File: src/rtl/sram_pixel_reader.sv
// Block-read stage in front of sram_iface: one read per word, each word unpacked LSB-first onto a pixel stream.
// Define PIX_PREFETCH_EN to overlap the next word read with unpacking through a one-word holding register.
module sram_pixel_reader #(
    parameter int ADDR_W    = 16,
    parameter int DATA_W    = 32,
    parameter int PIX_W     = 8,
    parameter int ADDR_STEP = 1
) (
    input  logic              clk,
    input  logic              n_rst,
    input  logic              cmd_start,
    input  logic [ADDR_W-1:0] cmd_base_addr,
    input  logic [15:0]       cmd_num_words,
    output logic              busy,
    output logic              done,
    output logic              iface_start,
    output logic              iface_writemode,
    output logic [ADDR_W-1:0] iface_address,
    input  logic [DATA_W-1:0] iface_r_data,
    input  logic              iface_io_done,
    output logic [PIX_W-1:0]  pix_data,
    output logic              pix_valid,
    input  logic              pix_ready,
    output logic              pix_last
);
    // state  | meaning
    // IDLE   | waiting for cmd_start
    // REQ    | issuing iface_start for the next word
    // WAIT   | read outstanding, word not yet available
    // UNPACK | streaming pixels of the current word
    localparam int PIX_PER_WORD = DATA_W / PIX_W;
    localparam int IDX_W = (PIX_PER_WORD > 1) ? $clog2(PIX_PER_WORD) : 1;
    localparam logic [IDX_W-1:0] LAST_IDX = IDX_W'(PIX_PER_WORD - 1);
    localparam logic [ADDR_W-1:0] STEP = ADDR_W'(ADDR_STEP);
    localparam logic ONE_PIX = (PIX_PER_WORD == 1);

    typedef enum logic [1:0] {IDLE, REQ, WAIT, UNPACK} state_t;

    state_t state, state_nx;
    logic [ADDR_W-1:0] addr, addr_nx, iaddr_nx;
    logic [15:0] words_left, words_left_nx;
    logic [DATA_W-1:0] word, word_nx;
    logic [IDX_W-1:0] idx, idx_nx, idx_inc;
    logic [PIX_W-1:0] pdata_nx;
    logic busy_nx, done_nx, start_nx, pvalid_nx, plast_nx;
    logic xfer, last_word;
`ifdef PIX_PREFETCH_EN
    logic [15:0] req_left, req_left_nx;
    logic [DATA_W-1:0] hold, hold_nx;
    logic hold_valid, hold_valid_nx, pending, pending_nx;
`endif

    assign iface_writemode = 1'b0;
    assign xfer = pix_valid && pix_ready;
    assign last_word = (words_left == 16'd1);
    assign idx_inc = idx + IDX_W'(1);

    always_comb begin
        state_nx      = state;
        addr_nx       = addr;
        iaddr_nx      = iface_address;
        words_left_nx = words_left;
        word_nx       = word;
        idx_nx        = idx;
        pdata_nx      = pix_data;
        busy_nx       = busy;
        done_nx       = 1'b0;
        start_nx      = 1'b0;
        pvalid_nx     = pix_valid;
        plast_nx      = pix_last;
`ifdef PIX_PREFETCH_EN
        req_left_nx   = req_left;
        hold_nx       = hold;
        hold_valid_nx = hold_valid;
        pending_nx    = pending;
`endif
        case (state)
            IDLE: begin
                if (cmd_start) begin
                    addr_nx       = cmd_base_addr;
                    words_left_nx = cmd_num_words;
`ifdef PIX_PREFETCH_EN
                    req_left_nx   = cmd_num_words;
`endif
                    if (cmd_num_words == 16'd0) begin
                        done_nx = 1'b1;
                    end else begin
                        busy_nx  = 1'b1;
                        state_nx = REQ;
                    end
                end
            end
            REQ: begin
                start_nx = 1'b1;
                iaddr_nx = addr;
                addr_nx  = addr + STEP;
`ifdef PIX_PREFETCH_EN
                req_left_nx = req_left - 16'd1;
`endif
                state_nx = WAIT;
            end
            WAIT: begin
                if (iface_io_done) begin
                    word_nx   = iface_r_data >> PIX_W;
                    pdata_nx  = iface_r_data[PIX_W-1:0];
                    idx_nx    = '0;
                    pvalid_nx = 1'b1;
                    plast_nx  = last_word && ONE_PIX;
`ifdef PIX_PREFETCH_EN
                    pending_nx = 1'b0;
`endif
                    state_nx  = UNPACK;
                end
            end
            UNPACK: begin
`ifdef PIX_PREFETCH_EN
                // Next word is fetched in the background; at most one read in flight.
                if (pending && iface_io_done) begin
                    hold_nx       = iface_r_data;
                    hold_valid_nx = 1'b1;
                    pending_nx    = 1'b0;
                end else if (req_left != 16'd0 && !hold_valid && !pending) begin
                    start_nx    = 1'b1;
                    iaddr_nx    = addr;
                    addr_nx     = addr + STEP;
                    req_left_nx = req_left - 16'd1;
                    pending_nx  = 1'b1;
                end
`endif
                if (xfer) begin
                    if (idx == LAST_IDX) begin
                        words_left_nx = words_left - 16'd1;
                        pvalid_nx     = 1'b0;
                        plast_nx      = 1'b0;
                        if (last_word) begin
                            busy_nx  = 1'b0;
                            done_nx  = 1'b1;
                            state_nx = IDLE;
                        end
`ifdef PIX_PREFETCH_EN
                        else if (hold_valid_nx) begin
                            // Held word (or one arriving this cycle) continues the stream with no bubble.
                            word_nx       = hold_nx >> PIX_W;
                            pdata_nx      = hold_nx[PIX_W-1:0];
                            idx_nx        = '0;
                            pvalid_nx     = 1'b1;
                            plast_nx      = (words_left == 16'd2) && ONE_PIX;
                            hold_valid_nx = 1'b0;
                        end else if (pending_nx) begin
                            state_nx = WAIT;
                        end
`endif
                        else begin
                            state_nx = REQ;
                        end
                    end else begin
                        idx_nx   = idx_inc;
                        pdata_nx = word[PIX_W-1:0];
                        word_nx  = word >> PIX_W;
                        plast_nx = last_word && (idx_inc == LAST_IDX);
                    end
                end
            end
            default: state_nx = IDLE;
        endcase
    end

    always_ff @(posedge clk or posedge n_rst) begin
        if (n_rst) begin
            state         <= IDLE;
            addr          <= '0;
            iface_address <= '0;
            words_left    <= '0;
            word          <= '0;
            idx           <= '0;
            pix_data      <= '0;
            busy          <= 1'b0;
            done          <= 1'b0;
            iface_start   <= 1'b0;
            pix_valid     <= 1'b0;
            pix_last      <= 1'b0;
`ifdef PIX_PREFETCH_EN
            req_left      <= '0;
            hold          <= '0;
            hold_valid    <= 1'b0;
            pending       <= 1'b0;
`endif
        end else begin
            state         <= state_nx;
            addr          <= addr_nx;
            iface_address <= iaddr_nx;
            words_left    <= words_left_nx;
            word          <= word_nx;
            idx           <= idx_nx;
            pix_data      <= pdata_nx;
            busy          <= busy_nx;
            done          <= done_nx;
            iface_start   <= start_nx;
            pix_valid     <= pvalid_nx;
            pix_last      <= plast_nx;
`ifdef PIX_PREFETCH_EN
            req_left      <= req_left_nx;
            hold          <= hold_nx;
            hold_valid    <= hold_valid_nx;
            pending       <= pending_nx;
`endif
        end
    end
endmodule

File: config.mk
export PLATFORM = sky130hd
export DESIGN_NAME = sram_pixel_reader
export DESIGN_NICKNAME = d
export VERILOG_FILES = /design/src/rtl/sram_pixel_reader.sv
export SDC_FILE = /design/constraint.sdc
export NUM_CORES = 1
export LEC_CHECK = 0
export ABC_AREA = 1
export CORE_ASPECT_RATIO = 1.4
export CORE_UTILIZATION = 56
export DETAILED_ROUTE_END_ITERATION = 10
export GPL_ROUTABILITY_DRIVEN = 0
export PLACE_DENSITY = 0.88
export SYNTH_ARGS = -nofsm -noshare
export SYNTH_HDL_FRONTEND = slang
export SYNTH_SLANG_ARGS = --single-unit
File: constraint.sdc
create_clock -name clk -period 6.6 [get_ports clk]
set_clock_uncertainty 0.05 [all_clocks]
set_input_delay 1.98 -clock clk [delete_from_list [all_inputs] [get_ports clk]]
set_output_delay 1.98 -clock clk [all_outputs]
set_load 0.005 [all_outputs]
==> impl_metrics.json, run 1 <==
{
  "status": "finished clean",
  "synth_top_family_by_area": "simple AND/OR/NAND/NOR gates",
  "synth_warnings": 0,
  "clockBufferDepth": 2,
  "post_cts_resized": 0,
  "cp_slowest_stage_delay_ns": 0.90,
  "cp_slowest_cell": "nor3_2",
  "synthesis.area_um2": 5010,
  "via_per_inst": 5.43,
  "cts_root_buf": "clkbuf_16",
  "netlist_instances": 695,
  "cp-end-kind": "register",
  "dp_cells": 872,
  "dieArea_um2": 9330,
  "slew_headroom": 0.235,
  "syn_avg_cell_area_um2": 7.21,
  "drc": 0,
  "fin_setup_tns_ns": 0,
  "p_per_area_nw_per_um2": 477,
  "hold_buffers": 0,
  "grtUsageTotal": 0.282,
  "path_buf_inv": 3,
  "n_antenna_cell": 0,
  "io_buffers": 97,
  "cp.required_ns": 6.84,
  "tritoncts": "built",
  "synth_nets": 774,
  "wirelength_mm": 12.5,
  "start_util": 0.582,
  "place_hpwl_mm": 8.73,
  "insertion_delay_ns": 0.36,
  "fillers": 669,
  "cp_cell_sequence": "clkdlybuf4s50_1 -> inv_1 -> nand2_2 -> nand2_1 -> nor3_2 -> inv_2 -> nor2_1 -> nand2_1 -> nand2_1",
  "fmax_mhz": 249,
  "final_nets": 857,
  "grt_antenna_before_repair": 0,
  "synth_async_sr_flop_share": 1.00,
  "ys_seq_area_frac": 0.445,
  "yosysUniqueCellTypes": 34,
  "crit_path_start_kind": "primary input",
  "vias": 4823,
  "post_cts_buffers": 0,
  "ant_nets": 0,
  "grt_pass1_wl_mm": 20.3,
  "fin_crit_sh": 0.609,
  "synthAdderAreaFrac": 0.0250,
  "peakVddDrop_uv": 282,
  "yosys.area_share.simple": 0.328,
  "syn_to_final_growth_pct": 25.5,
  "setup_viol": 0,
  "drive_above_1_share": 0.0677,
  "rsz0062_at_grt": "false",
  "hold_viol_final": 0,
  "grt_overflow_total": 0,
  "core_um2": 8610,
  "numClockSinks": 89,
  "critical-path-top-delay-family": "simple AND/OR/NAND/NOR gates",
  "arrival_ns": 4.26,
  "rows": 40,
  "fp.dieW_um": 81.9,
  "cts_htree_levels": 3,
  "grt_max_degree": 58,
  "max-cap-violations": 0,
  "drv_slew": 0,
  "crit_cells": 9,
  "worst_slew_pin_slew_ns": 1.14,
  "die_h_um": 114,
  "clk_pin_slew_ns": 0.07,
  "hold_depth": 2,
  "postSynthRegisterBits": 89,
  "hold_class": "register to register",
  "stdcell_count": 888,
  "r2r_cells": 8,
  "grt_pass1_vias": 4598,
  "crit_type": "primary input to register",
  "cp_max_fo": 21,
  "ios": 99,
  "drt_iter0_drc": 410,
  "synth_compound_area_frac": 0.121,
  "drtPass1Iterations": 5,
  "synth-main-ff-cell": "dfrtp_1",
  "p_leak_nw": 3.06,
  "crit_path_frequent_cell": "nand2_1",
  "synth_edf_count": 0,
  "yosys-mux-area-fraction": 0,
  "cts_buffers": 9,
  "fin_crit_ns": 4.02,
  "detail_route.wl_per_cell_um": 14.0,
  "synth-xor-area-share": 0
}
## tightest hold or removal path, delay by kind of cell (launching register included)
kind | cells | cell delay [ns]
DFF | 1 | 0.35
and+or+nand+nor | 2 | 0.10
## sequential cells by signal (all words and copies together), names as in the netlist
register / flops
iface_address: 16
pix_data: 8
addr: 16
done: 1
iface_start: 1
word: 24
busy: 1
pix_valid: 1
pix_last: 1
words_left: 16
state: 2
idx: 2
## layer usage
metal  routed length, um  part of all wire  vias up  track usage
li1                    -                 -     2361            -
met1                4950              0.40     2209        0.342
met2                6290              0.51      215        0.468
met3                 831             0.067       38       0.0560
met4                 376             0.030        0        0.139
met5                   0                 0        -            0
## cells by family after synthesis
group,after synthesis
fa+ha+maj,10
other cells,1
compound gates,94
flops,89
simple gates,405
buf+inv,96
## Yosys cell counts, types with 2 or more instances
| cell | n | share of area |
|---|---|---|
| nor2_2 | 2 | 0.0025 |
| inv_1 | 64 | 0.048 |
| o21ai_1 | 20 | 0.020 |
| ha_1 | 10 | 0.025 |
| dfrtp_1 | 89 | 0.44 |
| nand2_2 | 2 | 0.0025 |
| buf_1 | 2 | 0.0015 |
| buf_4 | 4 | 0.0060 |
| clkbuf_1 | 6 | 0.0045 |
| o211ai_2 | 5 | 0.012 |
| o211ai_1 | 16 | 0.024 |
| buf_6 | 2 | 0.0045 |
| nand4_1 | 7 | 0.0087 |
| o21ai_0 | 33 | 0.033 |
| nor3_1 | 3 | 0.0030 |
| nor2_1 | 62 | 0.046 |
| buf_2 | 13 | 0.013 |
| o22ai_1 | 2 | 0.0025 |
| o21ai_2 | 5 | 0.0087 |
| nand2_1 | 280 | 0.21 |
| inv_2 | 5 | 0.0037 |
| a21oi_1 | 6 | 0.0060 |
| a21boi_0 | 3 | 0.0045 |
| nand3_1 | 35 | 0.035 |
| or2_2 | 10 | 0.012 |
## power by group
group | switching, W | leakage (nW) | total, W | internal [W]
sequential | 0.000197 | 1.10 | 0.00101 | 0.000808
clock | 0.000245 | 0.150 | 0.000516 | 0.000271
combinational | 0.000918 | 1.81 | 0.00148 | 0.000557
total | 0.00136 | 3.06 | 0.00300 | 0.00164
## final cells by class
class                      count  area [um^2]  share of cell area
inverter                      69          260              0.0414
timing repair buffer          99          986               0.157
sequential                    89         2230               0.354
clock buffer                   9          225              0.0358
tap                          105          131              0.0209
clock inverter                 7         76.3              0.0121
multi-input combinational    510         2380               0.378
## final timing paths
| path | slack, ns | end | startpoint |
|---|---|---|---|
| min in group asynchronous | 1.97 | word[6] | n_rst |
| min | 0.43 | iface_address[13] | iface_address[13] |
| max reg2reg | 3.10 | word[7] | state[0] |
| max in group asynchronous | 3.44 | words_left[5] | n_rst |
| max | 2.58 | words_left[15] | cmd_start |
| min reg2reg | 0.43 | iface_address[13] | iface_address[13] |
## layout by cell type (no fill, tap or decap)
cell type | netlist | final
or2_2 | 10 | 10
o211ai_2 | 5 | 5
inv_2 | 5 | 5
clkdlybuf4s50_1 | 0 | 97
clkinv_2 | 0 | 1
ha_1 | 10 | 9
conb_1 | 1 | 1
o211ai_1 | 16 | 16
nor2_4 | 1 | 1
dfrtp_1 | 89 | 89
o21ai_0 | 33 | 33
o21ai_1 | 20 | 20
nand2_2 | 2 | 2
clkbuf_16 | 0 | 9
nor2_2 | 2 | 2
o22ai_1 | 2 | 2
o21ai_4 | 1 | 1
nor3b_1 | 1 | 1
a31oi_1 | 1 | 1
buf_4 | 4 | 2
o21ai_2 | 5 | 5
nor3_2 | 1 | 1
clkinv_8 | 0 | 1
nand2_1 | 280 | 280
nor3_1 | 3 | 3
nor2_1 | 62 | 62
a21oi_1 | 6 | 6
a21oi_4 | 1 | 1
nand3_1 | 35 | 35
nand3b_1 | 1 | 1
inv_8 | 0 | 3
inv_6 | 0 | 3
ha_2 | 0 | 1
inv_1 | 64 | 63
a22o_1 | 1 | 1
nand4_1 | 7 | 7
a21boi_0 | 3 | 3
## through the flow
step | total power (W) | utilization | instance area [um^2] | setup WS (ns) | hold slack (ns)
global placement | 0.00239 | 0.695 | 5980 | 2.34 | 0.408
detailed placement | 0.00247 | 0.695 | 5980 | 2.24 | 0.413
floorplan | 0.00206 | - | 5010 | 2.26 | 0.392
global route | 0.00325 | 0.730 | 6280 | 2.36 | 0.448
CTS | 0.00300 | 0.730 | 6280 | 2.60 | 0.433
finish | 0.00300 | 0.730 | 6280 | 2.58 | 0.429
Note: power is estimated with default switching activity, not from simulation.
==> run 2: changes to the inputs <==
CORE_UTILIZATION = 52   (was 56)
PLACE_DENSITY = 0.82   (was 0.88)
clock period = 3.8 ns   (was 6.6 ns; I/O delays follow)
==> impl_metrics.json, run 2 (same netlist as run 1, synthesis figures left out) <==
{
  "clk_pin_slew_ns": 0.07,
  "ios": 99,
  "grt_pass1_wl_mm": 21.3,
  "n_antenna_cell": 0,
  "grt_max_degree": 90,
  "ant_nets": 0,
  "multi_input_area_um2": 2380,
  "crit_path_start_kind": "primary input",
  "detail_route.wl_per_cell_um": 13.9,
  "grtUsageTotal": 0.266,
  "hold_class": "register to register",
  "cts_root_buf": "clkbuf_16",
  "syn_to_final_growth_pct": 26.5,
  "largest_reg_flops": 24,
  "regMostFlops": "word",
  "io_buffers": 97,
  "total_power_w": 0.00526,
  "drive_above_1_share": 0.0712,
  "fp.dieW_um": 84.9,
  "post_cts_resized": 0,
  "tritoncts": "built",
  "post-place-ws_ns": 0.456,
  "final_nets": 860,
  "cp_max_fo": 39,
  "arrival_ns": 3.24,
  "layout.cells.most_common_list": "nand2_1, clkdlybuf4s50_1, dfrtp_1",
  "peakVddDrop_uv": 480,
  "start_util": 0.532,
  "core_um2": 9410,
  "wl_met3_um": 650,
  "final_area_um2": 6340,
  "hold_viol_final": 0,
  "fin_setup_tns_ns": 0,
  "post_cts_buffers": 0,
  "worst_slew_pin_slew_ns": 0.708,
  "wl_met1_mm": 5.17,
  "clockBufferDepth": 2,
  "insertion_delay_ns": 0.35,
  "drc": 6,
  "place_area_um2": 6020,
  "failed_checks": "DRC",
  "rsz0062_at_grt": "false",
  "wirelength_mm": 12.5,
  "crit_type": "primary input to register",
  "worst_slack_ns": 0.794,
  "vias": 4799,
  "grt_pass1_vias": 4744,
  "numClockSinks": 89,
  "p_per_area_nw_per_um2": 829,
  "hold_buffers": 0,
  "final_common_cell": "nand2_1",
  "setup_viol": 0,
  "cts_htree_levels": 3,
  "grt_overflow_total": 0,
  "drt_iter0_drc": 347,
  "p_leak_nw": 3.07,
  "drv_slew": 0,
  "fin_crit_ns": 3.01,
  "grt_antenna_before_repair": 0,
  "status": "finished with violations",
  "via_per_inst": 5.36,
  "register_area_um2": 2230,
  "fmax_mhz": 333,
  "fillers": 807,
  "cp-end-kind": "register",
  "rows": 42,
  "final_util": 0.674,
  "max-cap-violations": 0,
  "top_layer": "met4",
  "cp.required_ns": 4.04,
  "fin_crit_sh": 0.791,
  "dieArea_um2": 10000,
  "cts_buffers": 9,
  "place_hpwl_mm": 8.63,
  "die_h_um": 118,
  "drtPass1Iterations": 10,
  "slew_headroom": 0.527,
  "wl_met2_mm": 6.23
}
run 2: worst paths after layout:
| check | endpoint | slack (ns) | cells past startpoint | from |
|---|---|---|---|---|
| max | pix_data[7] | 0.79 | 9 | iface_io_done |
| min | iface_address[1] | 0.43 | 2 | iface_address[1] |
| max in group asynchronous | pix_data[6] | 2.18 | 3 | n_rst |
| min in group asynchronous | iface_address[4] | 1.15 | 3 | n_rst |
| max reg2reg | pix_data[7] | 0.99 | 7 | state[0] |
| min reg2reg | iface_address[1] | 0.43 | 2 | iface_address[1] |
run 2: critical path: stages:
cell	delay [ns]
clkdlybuf4s50_1	0.48
inv_1	0.04
nand2_1	0.06
o21ai_0	0.15
nor2_4	0.18
nand2_2	0.25
inv_2	0.61
o211ai_1	0.21
nand2_1	0.10
run 2: routing by layer:
layer,track usage,vias to the layer above
li1,-,2363
met1,0.321,2216
met2,0.451,177
met3,0.0498,43
met4,0.130,0
met5,0,-
run 2: where the power goes:
part / internal (W) / switching (W) / leakage, nW
logic: 0.000988 / 0.00159 / 1.83
clock network: 0.000521 / 0.000413 / 0.145
registers: 0.00140 / 0.000334 / 1.10
run 2: layout make-up:
cell class / count / area share
clock inverters: 7 / 0.0138
flip-flops and latches: 89 / 0.352
repair buffers: 102 / 0.161
inverters: 69 / 0.0411
clock buffers: 9 / 0.0355
multi-input cells: 510 / 0.375
well taps: 110 / 0.0217
run 2: through the flow:
| step | hold slack (ns) | cells |
|---|---|---|
| after CTS | 0.433 | 896 |
| after floorplan | 0.392 | 695 |
| final | 0.427 | 896 |
| after global placement | 0.410 | 880 |
| after global routing | 0.448 | 896 |
| after detailed placement | 0.410 | 880 |
